File: src/rtl/ring_inject_stage_pkg.sv
// Shared flit layout for the ring stop stage: field positions, node address width
// and small helpers for reading and stamping flits.
package ring_inject_stage_pkg;

    localparam int CONTROL_W      = 128;
    localparam int FLIT_VALID_BIT = 127;
    localparam int DEST_MSB       = 126;
    localparam int DEST_LSB       = 123;
    localparam int SRC_MSB        = 122;
    localparam int SRC_LSB        = 119;
    localparam int NODE_W         = 4;

    typedef logic [CONTROL_W-1:0] flit_t;
    typedef logic [NODE_W-1:0]    node_t;

    // Destination field of a flit.
    function automatic node_t flit_dest(input flit_t f);
        return f[DEST_MSB:DEST_LSB];
    endfunction

    // A locally injected flit always goes out valid and carries this node as source.
    function automatic flit_t stamp_inject(input flit_t f, input node_t src);
        flit_t r;
        r                   = f;
        r[FLIT_VALID_BIT]   = 1'b1;
        r[SRC_MSB:SRC_LSB]  = src;
        return r;
    endfunction

endpackage

File: src/rtl/ring_inj_fifo.sv
// Circular injection FIFO. Pointers carry one extra wrap bit so full and empty
// are distinguishable without a separate count. Storage is not reset; only the
// pointers are, which empties the FIFO at once.
module ring_inj_fifo #(
    parameter int WIDTH = 128,
    parameter int DEPTH = 4
) (
    input  logic             clk,
    input  logic             rst_n,
    input  logic             push_i,
    input  logic [WIDTH-1:0] wdata_i,
    input  logic             pop_i,
    output logic [WIDTH-1:0] head_o,
    output logic             full_o,
    output logic             empty_o
);

    localparam int AW = $clog2(DEPTH);
    localparam logic [AW:0] PTR_ONE = {{AW{1'b0}}, 1'b1};

    logic [AW:0]      wr_ptr_q, wr_ptr_d;
    logic [AW:0]      rd_ptr_q, rd_ptr_d;
    logic [WIDTH-1:0] mem_q [DEPTH];
    logic             do_push, do_pop;

    assign full_o  = (wr_ptr_q[AW] != rd_ptr_q[AW]) &&
                     (wr_ptr_q[AW-1:0] == rd_ptr_q[AW-1:0]);
    assign empty_o = (wr_ptr_q == rd_ptr_q);
    assign head_o  = mem_q[rd_ptr_q[AW-1:0]];

    // Guard push/pop against full/empty so a bad request can never corrupt the pointers.
    assign do_push = push_i && !full_o;
    assign do_pop  = pop_i && !empty_o;

    // Next pointer values.
    always_comb begin
        wr_ptr_d = wr_ptr_q;
        rd_ptr_d = rd_ptr_q;
        if (do_push) wr_ptr_d = wr_ptr_q + PTR_ONE;
        if (do_pop)  rd_ptr_d = rd_ptr_q + PTR_ONE;
    end

    // Pointer registers; reset empties the FIFO.
    always_ff @(posedge clk or negedge rst_n) begin
        if (!rst_n) begin
            wr_ptr_q <= '0;
            rd_ptr_q <= '0;
        end else begin
            wr_ptr_q <= wr_ptr_d;
            rd_ptr_q <= rd_ptr_d;
        end
    end

    // Entry storage; written at the write pointer on an accepted push.
    always_ff @(posedge clk) begin
        if (do_push) mem_q[wr_ptr_q[AW-1:0]] <= wdata_i;
    end

endmodule

File: src/rtl/ring_inject_stage.sv
// Bufferless ring stop: ejects flits addressed to this node, deflects them when the
// local sink is busy, and injects buffered local flits into free slots. Output feeds
// the downstream clock boundary as its control word.
module ring_inject_stage
    import ring_inject_stage_pkg::*;
#(
    parameter logic [NODE_W-1:0] NODE_ID    = '0,
    parameter int                FIFO_DEPTH = 4,
    parameter int                STARVE_LIM = 16
) (
    input  logic                 clk,
    input  logic                 rst,
    input  logic [CONTROL_W-1:0] port0_ci,
    output logic [CONTROL_W-1:0] port0_co,
    input  logic [CONTROL_W-1:0] inj_flit,
    input  logic                 inj_valid,
    output logic                 inj_ready,
    output logic [CONTROL_W-1:0] ej_flit,
    output logic                 ej_valid,
    input  logic                 ej_ready,
    output logic                 starve
);

    localparam int                CNT_W   = $clog2(STARVE_LIM + 1);
    localparam logic [CNT_W-1:0]  CNT_LIM = CNT_W'(STARVE_LIM);
    localparam logic [CNT_W-1:0]  CNT_ONE = CNT_W'(1);

    flit_t            port0_co_q, port0_co_d;
    flit_t            ej_flit_q, ej_flit_d;
    logic             ej_valid_q, ej_valid_d;
    logic             live_q;
    logic [CNT_W-1:0] starve_cnt_q, starve_cnt_d;
    logic             starve_q, starve_d;

    flit_t            fifo_head;
    logic             fifo_full, fifo_empty;
    logic             in_valid, eject, slot_free, pop, push;

    // inj_ready stays low during reset and rises on the first edge afterwards.
    assign inj_ready = live_q && !fifo_full;
    assign push      = inj_valid && inj_ready;

    assign in_valid  = port0_ci[FLIT_VALID_BIT];
    assign eject     = in_valid && (flit_dest(port0_ci) == NODE_ID) && ej_ready;
    assign slot_free = !in_valid || eject;
    assign pop       = slot_free && !fifo_empty;

    ring_inj_fifo #(
        .WIDTH (CONTROL_W),
        .DEPTH (FIFO_DEPTH)
    ) u_fifo (
        .clk     (clk),
        .rst_n   (rst),
        .push_i  (push),
        .wdata_i (inj_flit),
        .pop_i   (pop),
        .head_o  (fifo_head),
        .full_o  (fifo_full),
        .empty_o (fifo_empty)
    );

    // Slot arbitration, ejection capture and starvation counting.
    always_comb begin
        port0_co_d   = port0_ci;
        ej_flit_d    = ej_flit_q;
        ej_valid_d   = eject;
        starve_cnt_d = starve_cnt_q;

        if (eject) ej_flit_d = port0_ci;

        // A deflected flit (for us, sink busy) is not free, so it falls through unchanged.
        if (slot_free) begin
            if (!fifo_empty) port0_co_d = stamp_inject(fifo_head, NODE_ID);
            else             port0_co_d = '0;
        end

        if (pop || fifo_empty) begin
            starve_cnt_d = '0;
        end else if (!slot_free && (starve_cnt_q != CNT_LIM)) begin
            starve_cnt_d = starve_cnt_q + CNT_ONE;
        end

        starve_d = (starve_cnt_d == CNT_LIM);
    end

    // Stage registers; reset discards in-flight ring and ejection flits immediately.
    always_ff @(posedge clk or negedge rst) begin
        if (!rst) begin
            port0_co_q   <= '0;
            ej_flit_q    <= '0;
            ej_valid_q   <= 1'b0;
            live_q       <= 1'b0;
            starve_cnt_q <= '0;
            starve_q     <= 1'b0;
        end else begin
            port0_co_q   <= port0_co_d;
            ej_flit_q    <= ej_flit_d;
            ej_valid_q   <= ej_valid_d;
            live_q       <= 1'b1;
            starve_cnt_q <= starve_cnt_d;
            starve_q     <= starve_d;
        end
    end

    assign port0_co = port0_co_q;
    assign ej_flit  = ej_flit_q;
    assign ej_valid = ej_valid_q;
    assign starve   = starve_q;

endmodule

File: config.mk
export PLATFORM = sky130hd
export DESIGN_NAME = ring_inject_stage
export DESIGN_NICKNAME = d
export VERILOG_FILES = /design/src/rtl/ring_inject_stage_pkg.sv /design/src/rtl/ring_inj_fifo.sv /design/src/rtl/ring_inject_stage.sv
export SDC_FILE = /design/constraint.sdc
export NUM_CORES = 1
export LEC_CHECK = 0
export BUFFER_PORTS_ARGS = -buffer_cell sky130_fd_sc_hd__buf_4
export CORE_MARGIN = 3
export CORE_UTILIZATION = 56
export CTS_CLUSTER_DIAMETER = 60
export CTS_CLUSTER_SIZE = 16
export DETAILED_ROUTE_END_ITERATION = 12
export GPL_ROUTABILITY_DRIVEN = 0
export HOLD_SLACK_MARGIN = 0.12
export PLACE_DENSITY = 0.8
export SYNTH_ARGS = -nofsm -noshare
export SYNTH_HDL_FRONTEND = slang
export SYNTH_HIERARCHICAL = 1
export SYNTH_SLANG_ARGS = --single-unit
File: constraint.sdc
create_clock -name clk -period 6.4 [get_ports clk]
set_input_delay 0.64 -clock clk [delete_from_list [all_inputs] [get_ports clk]]
set_output_delay 0.64 -clock clk [all_outputs]
set_load 0.02 [all_outputs]
==> flow_summary.ini, run 1 <==
[run_status]
status = finished clean

[placed_design]
port-buffer-count = 513
dp_cells = 2667
dpl.hpwl_microns = 39000
placed_area_sq_um = 33600

[setup_path]
path_class = register to register
critPathCaptureType = register
startpoint = u_fifo/rd_ptr_q[1]
startpoint_type = register
critical_path_required_ns = 6.63
crit_arrival_ns = 4.07
path_max_fanout = 73
endpoint = u_fifo/mem_q[2][17]
r2r_start = u_fifo/rd_ptr_q[1]
reg2reg_slack_ns = 2.56
r2r_end = u_fifo/mem_q[2][17]
worstRegToRegCells = 7

[grt]
grtUsageMet2_pct = 38.3
met1_usage_pct = 28.9
grt_usage_pct = 22.4
grt_first_pass_wirelength_microns = 94000
use_met3_pct = 4.50
top_usage_layer = met2
grt_max_degree = 169
grt_overflow = 0
antenna_found_initial = 8
grt_pass1_vias = 16400

[cells_and_area]
area.growth.synth_to_final_pct = 20.8
instances_no_fill = 2779
fin_util_pct = 68.6
fin_area_sq_um = 35300
layout.nets = 2312
drive_gt1_share_pct = 41.0
fill_cells = 3354

[die]
io_pins = 519
die-area_sq_um = 55000
start_util_pct = 56.8
fp.dieH_microns = 235
fp.coreArea_sq_um = 51500
die_w_microns = 235
rows = 83

[detailed_routing]
drc = 0
vias = 15300
via_per_inst = 5.51
drt-total-wl_microns = 62300
ant_nets = 0
drt_iter0_drc = 1046
drt_first_pass_iters = 6
wire_per_inst_microns = 22.4

[clock_tree]
cts-root-buf = clkbuf_16
clock_path_buffers = 3
htreeDepth = 2
post_cts_buffers = 0
clk_pin_slew_worst_paths_ns = 0.07
clkSinkCount = 762
cts_buffers = 56
ctsHoldBuffers = 0
cts_resized = 0
clk_latency_ns = 0.60
cts_tree = yes

[logic_synthesis]
synth_area_sq_um = 29200
syn_avg_cell_area_sq_um = 19.0
ys.warnings.count = 6
syn-num-nets = 1810
syn_inst = 1543

[pwr]
leakage_uw = 0.0144
ir_worst_vdd_uv = 249
power_density_nw_per_um2 = 401

[timing]
max_clock_freq_mhz = 261
finalMaxSlewViolations = 0
worstMarginPinSlew_ns = 1.25
fin_tns_setup_ns = 0
rsz0062_at_grt = no
setup_viol = 0
finalCritPeriodShare_pct = 60.0
finClkSkew_ns = 0.0226
hold_viol = 0
max_slew_margin_pct = 17.0
fin_crit_ns = 3.84

[run]
cap_viol_max_count = 0

[hold_path]
hp-class = input pin to asynchronous set/reset pin
where the power goes:
group          internal (uW)  switching, uW
Clock                   1710           1610
Sequential              6160            423
Combinational           2050           2220
Total                   9910           4250
area by class of cell:
class	instances	area (sq um)	area share (%)
clock buffer	95	1590	4.51
sequential	762	21500	61.0
inverter	130	488	1.38
multi-input combinational	566	6700	19.0
clock inverter	10	83.8	0.237
timing repair buffer	529	4050	11.5
antenna	7	17.5	0.0496
tap	680	851	2.41
stage by stage:
stage               setup slack, ns  hold WS, ns  total power (uW)
finish                         2.56       0.0689             14200
detailed placement             2.50        0.459             11000
CTS                            2.46        0.128             14300
global route                   2.27        0.145             14800
global placement               2.51        0.457             10900
floorplan                     0.579        0.344              9420
per-layer routing:
| metal | vias up | wire length [microns] |
|---|---|---|
| met5 | - | 31 |
| met4 | 4 | 1730 |
| met3 | 103 | 3900 |
| met2 | 459 | 32300 |
| met1 | 7950 | 24300 |
| li1 | 6800 | - |
registers in the layout (all words and copies together), names as in the netlist:
name and cells:
u_fifo/mem_q 492, port0_co 128, starve_cnt_q 5, u_fifo/rd_ptr_q 3, live_q 1, u_fifo/wr_ptr_q 3, ej_valid 1, ej_flit 128
starve 1
layout by cell type, fill, tap and decap left out, types with 4 or more instances in the layout:
| cell type | count |
|---|---|
| ha_1 | 7 |
| clkbuf_16 | 58 |
| clkbuf_1 | 36 |
| xor2_1 | 4 |
| nor3_1 | 7 |
| mux4_2 | 123 |
| nor2_1 | 5 |
| buf_4 | 522 |
| o31ai_1 | 5 |
| a21oi_1 | 4 |
| edfxtp_1 | 492 |
| dfrtp_1 | 268 |
| o21ai_0 | 120 |
| mux2_2 | 25 |
| and2_1 | 5 |
| xnor2_1 | 7 |
| diode_2 | 7 |
| nand3b_1 | 119 |
| inv_1 | 130 |
| buf_12 | 6 |
| a22o_1 | 5 |
| mux2_4 | 100 |
| nand2_1 | 5 |
worst max-delay path, cell delays in order, from the launching register on:
cell,delay [ns]
dfrtp_4,1.06
xnor2_1,0.31
nand3_1,0.23
inv_1,0.06
nor2b_1,0.14
and2_1,0.28
and3_4,0.82
buf_12,0.43
worst min-delay path by stage:
| stage | startpoint | cells past startpoint | endpoint |
|---|---|---|---|
| 3_5_place_dp | ej_flit[127] | 1 | ej_flit[127] |
| 3_3_place_gp | ej_flit[127] | 1 | ej_flit[127] |
| 6_report | rst | 1 | ej_flit[80] |
| 5_1_grt | rst | 1 | ej_flit[80] |
| 2_1_floorplan | rst | 0 | ej_flit[0] |
| 4_1_cts | rst | 1 | ej_flit[85] |
(Power assumes the default switching activity.)
==> run 2: changes to the inputs <==
CORE_UTILIZATION = 51   (was 56)
PLACE_DENSITY = 0.77   (was 0.8)
clock period = 3.4 ns   (was 6.4 ns; I/O delays follow)
==> run 2 against run 1 <==
Effect of this change: register-to-register slack worse by 1.9 ns; first-iteration DRC count is 4.7% higher; sequential power is 85% higher; clock-buffer cell count is 3 higher; clock power is 97% higher; worst setup slack worse by 1.9 ns; combinational power is 110% higher; non-clock buffer count is 261 higher; cell count is 12% higher; critical endpoint is now port0_co[126]; largest cell class unchanged.
==> flow_summary.ini, run 2 (synthesis results as in run 1) <==
[run_status]
status = finished clean

[timing]
max_clock_freq_mhz = 359
finalCritPeriodShare_pct = 81.9
setup_viol = 0
max_slew_margin_pct = 31.8
worstMarginPinSlew_ns = 1.02
hold_viol = 0
hold_ws_ns = 0.212
rsz0062_at_grt = no
finalMaxSlewViolations = 0
finClkSkew_ns = 0.0179
fin_crit_ns = 2.78
fin_tns_setup_ns = 0

[cells_and_area]
final_common_cell = buf_4
largest_register_ffs = 492
drive_gt1_share_pct = 37.3
layout.nets = 2575
final_cell_mix = buf_4, edfxtp_1, dfrtp_1
instances_no_fill = 3123
fin_area_sq_um = 38300
fill_cells = 3560
area.growth.synth_to_final_pct = 30.9

[grt]
grt_usage_pct = 23.6
grt_first_pass_wirelength_microns = 109000
grt_max_degree = 167
antenna_found_initial = 9
grt_overflow = 0
grt_pass1_vias = 18600

[pwr]
leakage_uw = 0.0156
ir_worst_vdd_uv = 583
power_density_nw_per_um2 = 722

[die]
rows = 87
die-area_sq_um = 60300
die_w_microns = 245
fp.coreArea_sq_um = 56600
io_pins = 519
start_util_pct = 51.7
fp.dieH_microns = 245

[clock_tree]
clkSinkCount = 762
cts_tree = yes
htreeDepth = 2
clock_path_buffers = 3
cts_resized = 0
cts_buffers = 58
cts-root-buf = clkbuf_16
clk_pin_slew_worst_paths_ns = 0.07
clk_latency_ns = 0.62

[placed_design]
dpl.hpwl_microns = 40100
dp_cells = 2751
placed_area_sq_um = 34000
port-buffer-count = 513

[detailed_routing]
via_per_inst = 5.41
ant_nets = 0
vias = 16900
wire_per_inst_microns = 22.8
drc = 0
drt-total-wl_microns = 71100
drt_iter0_drc = 1095
drt_first_pass_iters = 6

[setup_path]
crit_arrival_ns = 3.28
worstRegToRegCells = 4
critPathCaptureType = register
path_class = register to register
startpoint_type = register
critical_path_required_ns = 3.90
path_max_fanout = 44

[run]
cap_viol_max_count = 0

[hold_path]
hp-class = input pin to register
hold_depth = 4
==> run 2: timing repair <==
| action | 4_1_cts | 5_1_grt |
|---|---|---|
| hold endpoints to repair | 824 | 0 |
| buffers inserted | 0 | 0 |
| hold buffers | 253 | 0 |
==> run 2: stage by stage <==
| stage | util [%] | power [uW] | setup WS [ns] |
|---|---|---|---|
| after floorplan | - | 17800 | -0.439 |
| after global placement | 60.0 | 20800 | 0.995 |
| final | 67.6 | 27600 | 0.617 |
| after CTS | 67.6 | 27700 | 0.616 |
| after detailed placement | 60.0 | 21000 | 0.975 |
| after global routing | 67.6 | 28800 | 0.413 |
==> run 2: metal layers <==
| metal | track usage, % | vias up | share of wire, % |
|---|---|---|---|
| met5 | 0 | - | 0.018 |
| met4 | 10.9 | 2 | 4.5 |
| met3 | 3.59 | 197 | 5.1 |
| met2 | 41.4 | 628 | 53 |
| met1 | 29.0 | 8722 | 38 |
| li1 | - | 7346 | - |
==> run 2: power breakdown <==
group / total, uW / switching [uW] / internal, uW
Clock: 6540 / 3200 / 3340
Sequential: 12200 / 651 / 11600
Combinational: 8850 / 4660 / 4190
Total: 27600 / 8510 / 19100
==> run 2: critical path, stage by stage, from the launching register on <==
cell	delay [ns]
dfrtp_4	0.50
buf_4	0.73
mux4_2	0.63
a22o_1	0.24
dlygate4sd3_1	0.55
==> run 2: final timing paths <==
| kind | start | to | slack [ns] |
|---|---|---|---|
| max | u_fifo/rd_ptr_q[0] | port0_co[126] | 0.62 |
| min | inj_valid | u_fifo/wr_ptr_q[0] | 0.21 |
| max reg2reg | u_fifo/rd_ptr_q[0] | port0_co[126] | 0.62 |
| min reg2reg | ej_flit[127] | ej_flit[127] | 0.49 |
| max in group asynchronous | rst | ej_flit[0] | 2.08 |
| min in group asynchronous | rst | ej_flit[77] | 0.36 |
==> run 2: cell type report <==
type | count | area, sq um | share of cell area, %
Sequential cell | 762 | 21500 | 56.3
Tap cell | 756 | 946 | 2.47
Clock buffer | 98 | 1640 | 4.30
Clock inverter | 11 | 113 | 0.294
Timing Repair Buffer | 790 | 6770 | 17.7
Inverter | 130 | 488 | 1.27
Antenna cell | 10 | 25.0 | 0.0654
Multi-Input combinational cell | 566 | 6750 | 17.6
